`src/rtl/riscv.sv`:
```
// Shared RV32I decode definitions: opcodes, instruction classes, the per-lane
// decode record and immediate generation.
// Optional macro INSN_DECODE_TRACE_EN adds the raw instruction word to the
// decode record so the stage can print it when a bundle leaves.
package riscv;

    localparam logic [6:0] OPC_LUI      = 7'b0110111;
    localparam logic [6:0] OPC_AUIPC    = 7'b0010111;
    localparam logic [6:0] OPC_JAL      = 7'b1101111;
    localparam logic [6:0] OPC_JALR     = 7'b1100111;
    localparam logic [6:0] OPC_BRANCH   = 7'b1100011;
    localparam logic [6:0] OPC_LOAD     = 7'b0000011;
    localparam logic [6:0] OPC_STORE    = 7'b0100011;
    localparam logic [6:0] OPC_OP_IMM   = 7'b0010011;
    localparam logic [6:0] OPC_OP       = 7'b0110011;
    localparam logic [6:0] OPC_MISC_MEM = 7'b0001111;
    localparam logic [6:0] OPC_SYSTEM   = 7'b1110011;

    // ILLEGAL is encoded as zero so an all-zero record reads as "nothing here".
    typedef enum logic [3:0] {
        CLS_ILLEGAL  = 4'd0,
        CLS_LUI      = 4'd1,
        CLS_AUIPC    = 4'd2,
        CLS_JAL      = 4'd3,
        CLS_JALR     = 4'd4,
        CLS_BRANCH   = 4'd5,
        CLS_LOAD     = 4'd6,
        CLS_STORE    = 4'd7,
        CLS_OP_IMM   = 4'd8,
        CLS_OP       = 4'd9,
        CLS_MISC_MEM = 4'd10,
        CLS_SYSTEM   = 4'd11
    } insn_class_e;

    typedef struct packed {
`ifdef INSN_DECODE_TRACE_EN
        logic [31:0] insn;
`endif
        insn_class_e insn_class;
        logic [4:0]  rd;
        logic [4:0]  rs1;
        logic [4:0]  rs2;
        logic [31:0] imm;
        logic        illegal;
    } decode_info_t;

    // Occupancy of the stage: main register only, or main plus skid.
    typedef enum logic [1:0] {
        ST_EMPTY = 2'd0,
        ST_ONE   = 2'd1,
        ST_FULL  = 2'd2
    } stage_state_e;

    // Map a 7-bit opcode to its class; anything unlisted is ILLEGAL.
    function automatic insn_class_e opcode_class(input logic [6:0] opc);
        insn_class_e cls;
        case (opc)
            OPC_LUI:      cls = CLS_LUI;
            OPC_AUIPC:    cls = CLS_AUIPC;
            OPC_JAL:      cls = CLS_JAL;
            OPC_JALR:     cls = CLS_JALR;
            OPC_BRANCH:   cls = CLS_BRANCH;
            OPC_LOAD:     cls = CLS_LOAD;
            OPC_STORE:    cls = CLS_STORE;
            OPC_OP_IMM:   cls = CLS_OP_IMM;
            OPC_OP:       cls = CLS_OP;
            OPC_MISC_MEM: cls = CLS_MISC_MEM;
            OPC_SYSTEM:   cls = CLS_SYSTEM;
            default:      cls = CLS_ILLEGAL;
        endcase
        return cls;
    endfunction

    // Sign-extended immediate for the format implied by the class.
    // R-type (OP) and ILLEGAL carry no immediate and return zero.
    function automatic logic [31:0] imm_gen(input logic [31:0] insn, input insn_class_e cls);
        logic [31:0] imm;
        case (cls)
            CLS_LUI, CLS_AUIPC:
                imm = {insn[31:12], 12'b0};
            CLS_JAL:
                imm = {{12{insn[31]}}, insn[19:12], insn[20], insn[30:21], 1'b0};
            CLS_JALR, CLS_LOAD, CLS_OP_IMM, CLS_MISC_MEM, CLS_SYSTEM:
                imm = {{20{insn[31]}}, insn[31:20]};
            CLS_STORE:
                imm = {{20{insn[31]}}, insn[31:25], insn[11:7]};
            CLS_BRANCH:
                imm = {{20{insn[31]}}, insn[7], insn[30:25], insn[11:8], 1'b0};
            default:
                imm = 32'h0;
        endcase
        return imm;
    endfunction

endpackage

```
`src/rtl/rv32_lane_decode.sv`:
```
// Combinational RV32I decode of a single instruction lane.
// With INSN_DECODE_TRACE_EN the raw word is copied into the record.
module rv32_lane_decode
    import riscv::*;
(
    input  logic         lane_valid,
    input  logic [31:0]  insn,
    output decode_info_t info
);

    insn_class_e opc_cls;
    logic        is_illegal;

    assign opc_cls    = opcode_class(insn[6:0]);
    assign is_illegal = (insn[1:0] != 2'b11) || (opc_cls == CLS_ILLEGAL);

    // Build the lane record; a masked-off lane yields an all-zero record.
    always_comb begin
        info = '0;
        if (lane_valid) begin
            info.insn_class = is_illegal ? CLS_ILLEGAL : opc_cls;
            info.rd         = insn[11:7];
            info.rs1        = insn[19:15];
            info.rs2        = insn[24:20];
            info.imm        = is_illegal ? 32'h0 : imm_gen(insn, opc_cls);
            info.illegal    = is_illegal;
`ifdef INSN_DECODE_TRACE_EN
            info.insn       = insn;
`endif
        end
    end

endmodule

```
`src/rtl/insn_decode_stage.sv`:
```
// Multi-lane RV32I decode stage between fetch and issue.
// Decodes a bundle of LANES instructions and registers the result behind a
// 2-entry (main + skid) buffer so in_ready never depends on out_ready
// combinationally. Optional macro INSN_DECODE_TRACE_EN prints every lane of
// each bundle as it leaves the stage.
//
// Handshake: a transfer happens on a rising clk edge where valid && ready
// are both high; valid may not wait on ready, and while out_valid is high
// and out_ready is low every out_* signal holds its value.
module insn_decode_stage
    import riscv::*;
#(
    parameter int ADDR_WIDTH = 32,
    parameter int LANES      = 2
) (
    input  logic                                  clk,
    input  logic                                  rst,
    input  logic                                  flush,
    input  logic                                  in_valid,
    output logic                                  in_ready,
    input  logic [LANES-1:0]                      in_lane_mask,
    input  logic [ADDR_WIDTH-3:0]                 in_pc,
    input  logic [LANES*32-1:0]                   in_insn,
    output logic                                  out_valid,
    input  logic                                  out_ready,
    output logic [LANES-1:0]                      out_lane_mask,
    output logic [ADDR_WIDTH-3:0]                 out_pc,
    output logic [LANES*$bits(decode_info_t)-1:0] out_info,
    output logic                                  out_illegal_any
);

    localparam int IW = $bits(decode_info_t);
    localparam int PW = ADDR_WIDTH - 2;

    // ---------------- per-lane decode ----------------
    decode_info_t          lane_info [LANES];
    logic [LANES*IW-1:0]   dec_bus;
    logic [LANES-1:0]      lane_illegal;
    logic                  dec_illegal_any;

    for (genvar i = 0; i < LANES; i++) begin : g_lane
        rv32_lane_decode u_dec (
            .lane_valid (in_lane_mask[i]),
            .insn       (in_insn[32*i +: 32]),
            .info       (lane_info[i])
        );
        assign dec_bus[i*IW +: IW] = lane_info[i];
        assign lane_illegal[i]     = lane_info[i].illegal;
    end

    assign dec_illegal_any = |lane_illegal;

    // ---------------- occupancy state and storage ----------------
    stage_state_e          state_q, state_d;
    logic                  in_ready_q;

    logic [LANES-1:0]      main_mask_q;
    logic [PW-1:0]         main_pc_q;
    logic [LANES*IW-1:0]   main_info_q;
    logic                  main_ill_q;

    logic [LANES-1:0]      skid_mask_q;
    logic [PW-1:0]         skid_pc_q;
    logic [LANES*IW-1:0]   skid_info_q;
    logic                  skid_ill_q;

    logic                  in_fire;
    logic                  accept;
    logic                  out_fire;
    logic                  load_main_in;
    logic                  load_main_skid;
    logic                  load_skid;

    // An all-lanes-masked bundle completes the handshake but stores nothing.
    assign in_fire  = in_valid && in_ready_q;
    assign accept   = in_fire && (|in_lane_mask);
    assign out_fire = (state_q != ST_EMPTY) && out_ready;

    // Next occupancy and which register loads; flush overrides everything.
    always_comb begin
        state_d        = state_q;
        load_main_in   = 1'b0;
        load_main_skid = 1'b0;
        load_skid      = 1'b0;
        if (flush) begin
            state_d = ST_EMPTY;
        end else begin
            case (state_q)
                ST_EMPTY: begin
                    if (accept) begin
                        load_main_in = 1'b1;
                        state_d      = ST_ONE;
                    end
                end
                ST_ONE: begin
                    if (accept && out_fire) begin
                        load_main_in = 1'b1;
                    end else if (accept) begin
                        load_skid = 1'b1;
                        state_d   = ST_FULL;
                    end else if (out_fire) begin
                        state_d = ST_EMPTY;
                    end
                end
                ST_FULL: begin
                    if (out_fire) begin
                        load_main_skid = 1'b1;
                        state_d        = ST_ONE;
                    end
                end
                default: state_d = ST_EMPTY;
            endcase
        end
    end

    // Occupancy register; in_ready is precomputed from the next state.
    always_ff @(posedge clk or posedge rst) begin
        if (rst) begin
            state_q    <= ST_EMPTY;
            in_ready_q <= 1'b1;
        end else begin
            state_q    <= state_d;
            in_ready_q <= (state_d != ST_FULL);
        end
    end

    // Main register: drives the outputs, loads from input or from skid.
    always_ff @(posedge clk or posedge rst) begin
        if (rst) begin
            main_mask_q <= '0;
            main_pc_q   <= '0;
            main_info_q <= '0;
            main_ill_q  <= 1'b0;
        end else if (flush) begin
            main_mask_q <= '0;
            main_pc_q   <= '0;
            main_info_q <= '0;
            main_ill_q  <= 1'b0;
        end else if (load_main_in) begin
            main_mask_q <= in_lane_mask;
            main_pc_q   <= in_pc;
            main_info_q <= dec_bus;
            main_ill_q  <= dec_illegal_any;
        end else if (load_main_skid) begin
            main_mask_q <= skid_mask_q;
            main_pc_q   <= skid_pc_q;
            main_info_q <= skid_info_q;
            main_ill_q  <= skid_ill_q;
        end
    end

    // Skid register: holds the bundle accepted while the consumer stalled.
    always_ff @(posedge clk or posedge rst) begin
        if (rst) begin
            skid_mask_q <= '0;
            skid_pc_q   <= '0;
            skid_info_q <= '0;
            skid_ill_q  <= 1'b0;
        end else if (load_skid) begin
            skid_mask_q <= in_lane_mask;
            skid_pc_q   <= in_pc;
            skid_info_q <= dec_bus;
            skid_ill_q  <= dec_illegal_any;
        end
    end

    assign in_ready        = in_ready_q;
    assign out_valid       = (state_q != ST_EMPTY);
    assign out_lane_mask   = main_mask_q;
    assign out_pc          = main_pc_q;
    assign out_info        = main_info_q;
    assign out_illegal_any = main_ill_q;

`ifdef INSN_DECODE_TRACE_EN
    for (genvar i = 0; i < LANES; i++) begin : g_trace
        decode_info_t trace_info;
        assign trace_info = main_info_q[i*IW +: IW];

        // Print this lane of each bundle as it leaves the stage.
        always_ff @(posedge clk) begin
            if (!rst && out_valid && out_ready && main_mask_q[i]) begin
                $display("%0t lane%0d pc=%h insn=%h %s rd=%0d rs1=%0d rs2=%0d imm=%h illegal=%0b",
                         $time, i, {main_pc_q + PW'(i), 2'b00}, trace_info.insn,
                         trace_info.insn_class.name(), trace_info.rd, trace_info.rs1,
                         trace_info.rs2, trace_info.imm, trace_info.illegal);
            end
        end
    end
`endif

endmodule

```
`config.mk`:
```
export PLATFORM = sky130hd
export DESIGN_NAME = insn_decode_stage
export DESIGN_NICKNAME = d
export VERILOG_FILES = /design/src/rtl/riscv.sv /design/src/rtl/rv32_lane_decode.sv /design/src/rtl/insn_decode_stage.sv
export SDC_FILE = /design/constraint.sdc
export NUM_CORES = 1
export LEC_CHECK = 0
export BUFFER_PORTS_ARGS = -buffer_cell sky130_fd_sc_hd__buf_2
export CORE_UTILIZATION = 55
export DETAILED_ROUTE_END_ITERATION = 7
export PLACE_DENSITY_LB_ADDON = 0.25
export SKIP_CTS_REPAIR_TIMING = 1
export SLEW_MARGIN = 15
export SYNTH_ARGS = -nofsm -noshare
export SYNTH_HDL_FRONTEND = slang
export SYNTH_HIERARCHICAL = 1
export SYNTH_SLANG_ARGS = --single-unit
```
`constraint.sdc`:
```
create_clock -name clk -period 24 [get_ports clk]
set_input_delay 4.8 -clock clk [delete_from_list [all_inputs] [get_ports clk]]
set_output_delay 4.8 -clock clk [all_outputs]
set_load 0.03 [all_outputs]
```
==> results of run 1 <==
[cells in the mapped netlist (3+ instances only)]
cell type,number
o21ai_1,34
and3b_1,3
nand2_1,172
nand3b_1,4
nand2b_1,6
buf_2,31
nor4_1,4
a211oi_2,4
dfrtp_1,276
a31oi_1,5
nor3_1,4
nand3_1,8
a2bb2oi_1,4
buf_4,30
o21a_1,4
inv_1,9
clkbuf_1,7
and2_1,47
a21oi_1,28
xnor2_1,3
mux2_2,136
clkbuf_2,10
a22oi_1,8
o21ai_0,113
or2_2,5
mux2i_1,136
a21o_1,22
nor2_1,25
nor2b_1,8
a21boi_1,3
[routing by layer]
metal / GRT usage / vias to the layer above / routed length (um)
li1: - / 4578 / -
met1: 0.3629 / 4782 / 14460
met2: 0.4033 / 232 / 14710
met3: 0.05947 / 57 / 2033
met4: 0.06195 / 8 / 641
met5: 0 / - / 55
[kinds of logic (layout without fill, tap and decap cells)]
family / Yosys count / after routing
AOI/OAI and AO/OA: 242 / 242
xor gates and xnor gates: 3 / 3
buffers and inverters: 89 / 318
DFF: 277 / 277
muxes: 272 / 272
other: 0 / 7
and+or+nand+nor: 306 / 306
[path summary, 6_finish.rpt]
| check | to | startpoint | cells past startpoint | slack [ns] |
|---|---|---|---|---|
| worst max-delay path | out_info[62] | in_lane_mask[1] | 6 | 17.11 |
| worst min-delay path | out_info[15] | out_info[15] | 2 | 0.47 |
| worst max register to register | out_info[62] | state_q[0] | 5 | 21.25 |
| worst min register to register | out_info[15] | out_info[15] | 2 | 0.47 |
| max in group asynchronous | skid_pc_q[24] | rst | 3 | 17.99 |
| min in group asynchronous | out_pc[11] | rst | 2 | 4.49 |
[cells in the final DEF (no fill, tap or decap), types with 9 or more instances in the layout]
cell       Yosys  final
buf_2         31    239
mux2i_1      136    136
dfrtp_1      276    276
nor2_1        25     25
a21oi_1       28     28
a21o_1        22     22
nand2_1      172    172
o21ai_1       34     34
o21ai_0      113    113
and2_1        47     47
clkbuf_8       0      9
clkbuf_16      0     30
mux2_2       136    136
buf_4         30     13
[sequential cells by signal, summed over array words and instances, names as in the netlist]
name	flops
skid_mask_q	2
skid_info_q	104
state_q	2
skid_pc_q	30
skid_ill_q	1
out_illegal_any	1
in_ready	1
out_info	104
out_pc	30
out_lane_mask	2
[final cells by class]
class                           count  area, sq um
Antenna cell                        7        17.52
Clock buffer                       43        889.6
Clock inverter                     12        151.4
Fill cell                        1908         7926
Inverter                           11        48.80
Multi-Input combinational cell    823         5883
Sequential cell                   277         6933
Tap cell                          319        399.1
Timing Repair Buffer              252         1294
[power by group through the flow]
stage / Clock (uW) / Combinational [uW] / Sequential, uW
2_1_floorplan: 0 / 87.6 / 542
3_3_place_gp: 0 / 143 / 525
3_5_place_dp: 0 / 146 / 527
4_1_cts: 487 / 147 / 519
5_1_grt: 502 / 159 / 523
6_report: 477 / 145 / 519
[metrics by stage]
step,hold WS [ns],instances,utilization
final,0.4693,1744,0.6633
after floorplan,0.4504,1189,-
after CTS,0.4783,1737,0.6626
after detailed placement,0.4649,1682,0.6184
after global placement,0.4565,1682,0.6184
after global routing,0.4978,1742,0.6631
[worst reg2reg max path: stages, from the launching register on]
cell and delay, ns:
dfrtp_1 0.42, nand2b_1 0.22, nand3_4 0.50, buf_4 0.92, mux2i_1 0.40, o21ai_0 0.12
==> metrics.csv, run 1 <==
stage;metric;value;unit
timing;relSlewSlack;0.2230;
finish;fin_area;15620;sq um
critical_path;end_kind;flip-flop;
floorplan;chipHeight;157.4;um
critical_path;slowest_stage;buf_4;
floorplan;die_w;157.4;um
synth;ys_async_sr_fraction;1.000;
power_and_ir_drop;power_frac_seq;0.455;
synth;muxShareOfSynthArea;0.2179;
place;dp_hpwl;20690;um
place;gp_congestion;0.9005;
timing;setup_viol;0;
critical_path;worst-path-buf-inv;2;
power_and_ir_drop;switching_share;0.2575;
outcome;outcome;finished, final reports clean;
place;post-place-ws;16.60;ns
synth;synth_seq_cells;277;
synth;ys_types;53;
floorplan;rows;56;
critical_path;worstPathCellList;buf_2 > o211a_2 > nand3_4 > buf_4 > mux2i_1 > o21ai_0;
power_and_ir_drop;power_density;73.13;nW/um^2
route;vias_per_cell;5.537;
route;ant_nets;0;
synth;netlist_area;13280;sq um
critical_path;crit_type;in2reg;
critical_path;cp-start-kind;input pin;
place;io_buffers;239;
timing;setup_ws;17.11;ns
synth;syn_nets;1290;
floorplan;dieArea;24770;sq um
synth;synth_cells;1189;
global_route;grt_pass1_vias;9498;
synth;yosysTopAreaCell;dfrtp_1;
global_route;grt_antenna_before_repair;11;
synth;syn_area_per_cell;11.17;sq um
synth;synth_xor_xnor_area_share;0.001979;
clock_tree;cts.sinks;277;
synth;synth_warnings;6;
clock_tree;clock_path_buffers;3;
power_and_ir_drop;leakage;0.008413;uW
global_route;grt_pass1_wl;50500;um
run;maxCapViolCount;0;
hold_path;hold_class;reg2reg;
place;placed_cell_area;14560;sq um
timing;finalCritPeriodShare;0.2870;
clock_tree;cts_buffers;30;
timing;tightest_slew;1.166;ns
floorplan;ios;240;
finish;fin_nets;1496;
synth;synth_top_family_by_area;multiplexers;
route;vias;9657;
clock_tree;clk_pin_slew;0.06;ns
clock_tree;cts_tree;yes;
route;drc;0;
global_route;grtUsageTotal;0.2577;
synth;synth-compound-area-share;0.1090;
synth;synth_fa_ha_area_frac;0;
synth;yosysSeqAreaShare;0.5221;
finish;drive_gt1_frac;0.3336;
timing;hold_violations;0;
route;routed_wl;31900;um
timing;slew_violations;0;
floorplan;core_area;23540;sq um
critical_path;cpPeakStageDelay;0.91;ns
synth;synth_simple_gate_area_frac;0.1115;
timing;rsz0062_at_grt;no;
timing;fin_crit;6.888;ns
timing;fin_skew;0.007586;ns
synth;synth-edff-count;0;
clock_tree;clk_latency;0.55;ns
synth;synth.area.top_cells;dfrtp_1 (52%), mux2_2 (12%), mux2i_1 (10%);
power_and_ir_drop;pwr-share-comb;0.127;
floorplan;initial_core_util;0.5640;
finish;syn_to_final_growth;17.61;%
power_and_ir_drop;power_switching;294.0;uW
route;wl_per_cell;18.29;um
route;drt_first_iter_violations;535;
timing;fmax;0.1452;GHz
timing;setup-tns-final;0;ns
clock_tree;htreeDepth;1;
synth;synth_top_area_share;0.5202;
critical_path;cp_max_fo;63;
critical_path;cp_data_arrival_time;7.26;ns
synth;yosys_most_used_dff;dfrtp_1;
power_and_ir_drop;peakVddDrop;0.05913;mV
critical_path;required;24.38;ns
clock_tree;root_buffer;clkbuf_16;
power_and_ir_drop;finalPower;1142;uW
global_route;grt_max_degree;142;
global_route;overflow;0;
power_and_ir_drop;p_int;848.0;uW
route;dr.pass1.iters;5;
power_and_ir_drop;pwr-share-clk;0.418;
critical_path;crit_family;buffers and inverters;
Note: power is estimated with default switching activity, not from simulation.
==> run 2: changes to the inputs <==
--- a/config.mk
+++ b/config.mk
@@ -6,7 +6,7 @@
 export NUM_CORES = 1
 export LEC_CHECK = 0
 export BUFFER_PORTS_ARGS = -buffer_cell sky130_fd_sc_hd__buf_2
-export CORE_UTILIZATION = 55
+export CORE_UTILIZATION = 51
 export DETAILED_ROUTE_END_ITERATION = 7
 export PLACE_DENSITY_LB_ADDON = 0.25
 export SKIP_CTS_REPAIR_TIMING = 1
==> constraint.sdc (replaced) <==
create_clock -name clk -period 5.8 [get_ports clk]
set_input_delay 1.16 -clock clk [delete_from_list [all_inputs] [get_ports clk]]
set_output_delay 1.16 -clock clk [all_outputs]
set_load 0.03 [all_outputs]
==> metrics.csv, run 2 (same netlist as run 1, synthesis figures left out) <==
stage;metric;value;unit
global_route;grt_antenna_before_repair;4;
critical_path;cpPeakStageDelay;0.64;ns
place;placed_cell_area;14630;sq um
finish;drive_gt1_frac;0.3317;
finish;syn_to_final_growth;17.30;%
global_route;grtUsageMet2;0.3921;
clock_tree;clk_pin_slew;0.06;ns
finish;stdcell_count;1750;
finish;final_cell_mix;dfrtp_1 (276), buf_2 (239), nand2_1 (172), mux2_2 (136), mux2i_1 (136);
critical_path;crit_type;in2reg;
global_route;globalRoute.busiestLayer;met2;
route;drt_first_iter_violations;644;
finish;layout_commonest_cell;dfrtp_1;
outcome;outcome;finished, final reports clean;
place;dp_hpwl;21050;um
global_route;overflow;0;
clock_tree;cts_tree;yes;
clock_tree;root_buffer;clkbuf_16;
floorplan;rows;58;
global_route;grt_max_degree;138;
timing;setup-tns-final;0;ns
floorplan;ios;240;
floorplan;core_area;25330;sq um
timing;fin_crit;2.983;ns
finish;fin_area;15570;sq um
floorplan;die_w;163.4;um
critical_path;cp_max_fo;64;
power_and_ir_drop;power_density;293.7;nW/um^2
global_route;grt_pass1_vias;9758;
clock_tree;cts.sinks;277;
clock_tree;clock_path_buffers;3;
critical_path;end_kind;flip-flop;
timing;fin_skew;0.01231;ns
critical_path;cp-start-kind;input pin;
floorplan;chipHeight;163.4;um
critical_path;required;6.18;ns
timing;rsz0062_at_grt;no;
floorplan;dieArea;26680;sq um
run;maxCapViolCount;0;
global_route;use_met1;0.3370;
critical_path;slowest_stage;buf_4;
timing;tightest_slew;1.050;ns
route;wl_per_cell;18.28;um
timing;setup_ws;2.817;ns
route;ant_nets;0;
critical_path;worstPathCellList;buf_2 > o211a_2 > nand3_4 > a21boi_4 > buf_4 > o21ai_0;
route;vias;9722;
timing;finalCritPeriodShare;0.5144;
power_and_ir_drop;peakVddDrop;0.2171;mV
route;dr.pass1.iters;5;
finish;fin_nets;1496;
clock_tree;cts_buffers;29;
global_route;grtUsageTotal;0.2432;
floorplan;initial_core_util;0.5243;
route;vias_per_cell;5.555;
place;io_buffers;239;
place;gp_congestion;0.8577;
critical_path;cp_data_arrival_time;3.36;ns
place;post-place-ws;2.259;ns
timing;relSlewSlack;0.2940;
timing;fmax;0.3352;GHz
global_route;grt_pass1_wl;51590;um
timing;slew_violations;0;
power_and_ir_drop;leakage;0.008385;uW
timing;setup_viol;0;
route;routed_wl;31990;um
route;drc;0;
place;placed_cells;1694;
hold_path;hold_class;reg2reg;
global_route;met3_usage;0.05130;
timing;hold_violations;0;
clock_tree;clk_latency;0.54;ns
clock_tree;htreeDepth;1;
run 2: cell types whose count changed in the layout (fill, tap and decap cells not counted), sizes merged:
cell / delta
clkinvlp: +1
buf: +1
clkinv: -1
diode: -4
bufinv: -2
run 2: worst max-delay path: cells and delay by family:
| kind | cells | cell delay (ns) |
|---|---|---|
| and+or+nand+nor | 1 | 0.09 |
| buffers and inverters | 2 | 0.88 |
| AOI/OAI and AO/OA | 3 | 1.19 |
run 2: path summary, 6_finish.rpt:
kind / from / to / slack, ns / depth (start not counted)
worst max-delay path: in_lane_mask[1] / out_info[51] / 2.82 / 6
worst min-delay path: out_info[13] / out_info[13] / 0.47 / 2
worst max register to register: state_q[0] / out_info[51] / 3.39 / 5
worst min register to register: out_info[13] / out_info[13] / 0.47 / 2
max in group asynchronous: rst / skid_info_q[13] / 3.74 / 4
min in group asynchronous: rst / out_pc[27] / 0.85 / 3
run 2: final cells by class:
type	count	area, sq um
Timing Repair Buffer	253	1351
Fill cell	2100	9752
Tap cell	330	412.9
Multi-Input combinational cell	823	5883
Sequential cell	277	6933
Clock inverter	10	83.83
Clock buffer	43	858.3
Inverter	11	45.04
Antenna cell	3	7.507
run 2: through the flow:
step             util  hold WS [ns]  total power, uW
5_1_grt        0.6149        0.4952             4766
3_3_place_gp   0.5775        0.4565             2771
3_5_place_dp   0.5775        0.4647             2794
2_1_floorplan       -        0.4504             2606
4_1_cts        0.6147        0.4783             4624
6_report       0.6150        0.4724             4574
run 2: report_power, final:
| part | switching (uW) | total, uW | internal, uW |
|---|---|---|---|
| Sequential | 72.4 | 2150 | 2080 |
| Combinational | 365 | 606 | 241 |
| Clock | 754 | 1820 | 1070 |
| Total | 1190 | 4570 | 3380 |
run 2: routing by layer:
| layer | routed length (um) | vias up |
|---|---|---|
| met5 | 8 | - |
| met4 | 519 | 2 |
| met3 | 2004 | 41 |
| met2 | 15150 | 243 |
| met1 | 14310 | 4847 |
| li1 | - | 4589 |
==> run 3: changes to the inputs <==
==> constraint.sdc (replaced) <==
create_clock -name clk -period 2.6 [get_ports clk]
set_input_delay 0.52 -clock clk [delete_from_list [all_inputs] [get_ports clk]]
set_output_delay 0.52 -clock clk [all_outputs]
set_load 0.03 [all_outputs]
==> metrics.csv, run 3 (same netlist as run 1, synthesis figures left out) <==
stage;metric;value;unit
timing;slew_violations;0;
clock_tree;root_buffer;clkbuf_16;
floorplan;chipHeight;163.4;um
timing;relSlewSlack;0.6157;
critical_path;required;2.08;ns
critical_path;critPathLaunch;state_q[0];
timing;setup_viol;0;
critical_path;slowest_stage;dfrtp_1;
timing;fin_crit;1.988;ns
clock_tree;clk_latency;0.55;ns
global_route;grtUsageTotal;0.2541;
finish;stdcell_count;1771;
critical_path;cpPeakStageDelay;0.43;ns
route;dr_wl_met2;15720;um
critical_path;cp_data_arrival_time;1.47;ns
critical_path;cp_max_fo;6;
clock_tree;cts_buffers;30;
critical_path;crit_type;reg2out;
route;met3_length;1892;um
place;placed_cell_area;14940;sq um
critical_path;end_kind;output port;
global_route;grt_antenna_before_repair;3;
power_and_ir_drop;leakage;0.008595;uW
clock_tree;clk_pin_slew;0.06;ns
floorplan;rows;58;
timing;fmax;0.5031;GHz
finish;final_cell_mix;dfrtp_1 (276), buf_2 (239), nand2_1 (172), mux2_2 (136), mux2i_1 (136);
place;placed_cells;1713;
timing;hold_violations;0;
finish;fin_nets;1516;
timing;tightest_slew;0.5765;ns
outcome;outcome;finished, final reports clean;
global_route;grt_pass1_wl;53510;um
timing;timing.hold.ws;0.008973;ns
place;gp_congestion;0.9108;
route;dr.pass1.iters;5;
global_route;grt_pass1_vias;10040;
run;maxCapViolCount;0;
route;dr.max_layer_used;met4;
finish;utilization;0.6314;
finish;layout_commonest_cell;dfrtp_1;
place;io_buffers;239;
timing;fin_skew;0.02158;ns
power_and_ir_drop;peakVddDrop;0.4781;mV
clock_tree;cts.sinks;277;
floorplan;initial_core_util;0.5243;
critical_path;cp-start-kind;flip-flop;
finish;fin_area;15990;sq um
clock_tree;clock_path_buffers;3;
route;routed_wl;33530;um
route;drc;0;
power_and_ir_drop;power_density;664.7;nW/um^2
floorplan;core_area;25330;sq um
route;vias;9884;
critical_path;worst_r2r_startpoint;in_ready;
critical_path;worstPathCellList;or2_2 > buf_2;
timing;rsz0062_at_grt;no;
route;m1WireLength;14960;um
route;drt_first_iter_violations;764;
place;post-place-ws;0.1675;ns
floorplan;dieArea;26680;sq um
global_route;overflow;0;
clock_tree;htreeDepth;1;
floorplan;die_w;163.4;um
hold_path;hold_class;in2async;
clock_tree;cts_tree;yes;
global_route;grt_max_degree;73;
floorplan;ios;240;
place;dp_hpwl;22520;um
route;wl_per_cell;18.93;um
route;ant_nets;0;
finish;drive_gt1_frac;0.3387;
timing;finalCritPeriodShare;0.7645;
route;vias_per_cell;5.581;
timing;setup_ws;0.6124;ns
finish;syn_to_final_growth;20.43;%
## run 3: changes by cell type in the layout (fill, tap and decap cells not counted), sizes merged
| cell | delta |
|---|---|
| clkinvlp | -1 |
| clkbuf | +7 |
| buf | +19 |
| inv | -1 |
| bufinv | +2 |
| clkinv | -5 |
## run 3: routing by layer
| layer | global-route usage | vias to the layer above |
|---|---|---|
| met5 | 0 | - |
| met4 | 0.08496 | 0 |
| met3 | 0.04444 | 58 |
| met2 | 0.4058 | 276 |
| met1 | 0.3500 | 4934 |
| li1 | - | 4616 |
## run 3: per-stage QoR
step           setup TNS (ns)  power (uW)
6_report                    0       10630
5_1_grt                     0       11030
4_1_cts                     0       10710
3_5_place_dp                0        6274
3_3_place_gp                0        6226
2_1_floorplan         -437.94        5814
## run 3: where the power goes
group	internal (uW)	total, uW	leakage [uW]	switching (uW)
clock network	2730	4440	0.000505	1710
logic	567	1400	0.00430	833
registers	4630	4790	0.00379	159
total	7930	10600	0.00860	2700
## run 3: final timing paths
path,endpoint,cells after the start,slack (ns)
min in group clk,state_q[1],2,0.16
max in group asynchronous,skid_info_q[21],3,1.73
worst min register to register,out_info[94],2,0.47
worst max-delay path,out_valid,2,0.61
worst min-delay path,skid_pc_q[23],2,0.009
worst max register to register,skid_info_q[81],5,0.62
## run 3: area by class of cell
type                    count  area (sq um)
clock buffers              50         937.1
inverters                  11         45.04
diodes                      3         7.507
flip-flops and latches    277          6933
well taps                 330         412.9
clock inverters             5         102.6
fillers                  2085          9336
multi-input cells         823          5883
repair buffers            272          1669
## run 3: critical path: cells and delay by family, from the launching register on
family,cells,cell delay (ns)
DFF,1,0.43
and+or+nand+nor,1,0.30
buffers and inverters,1,0.19
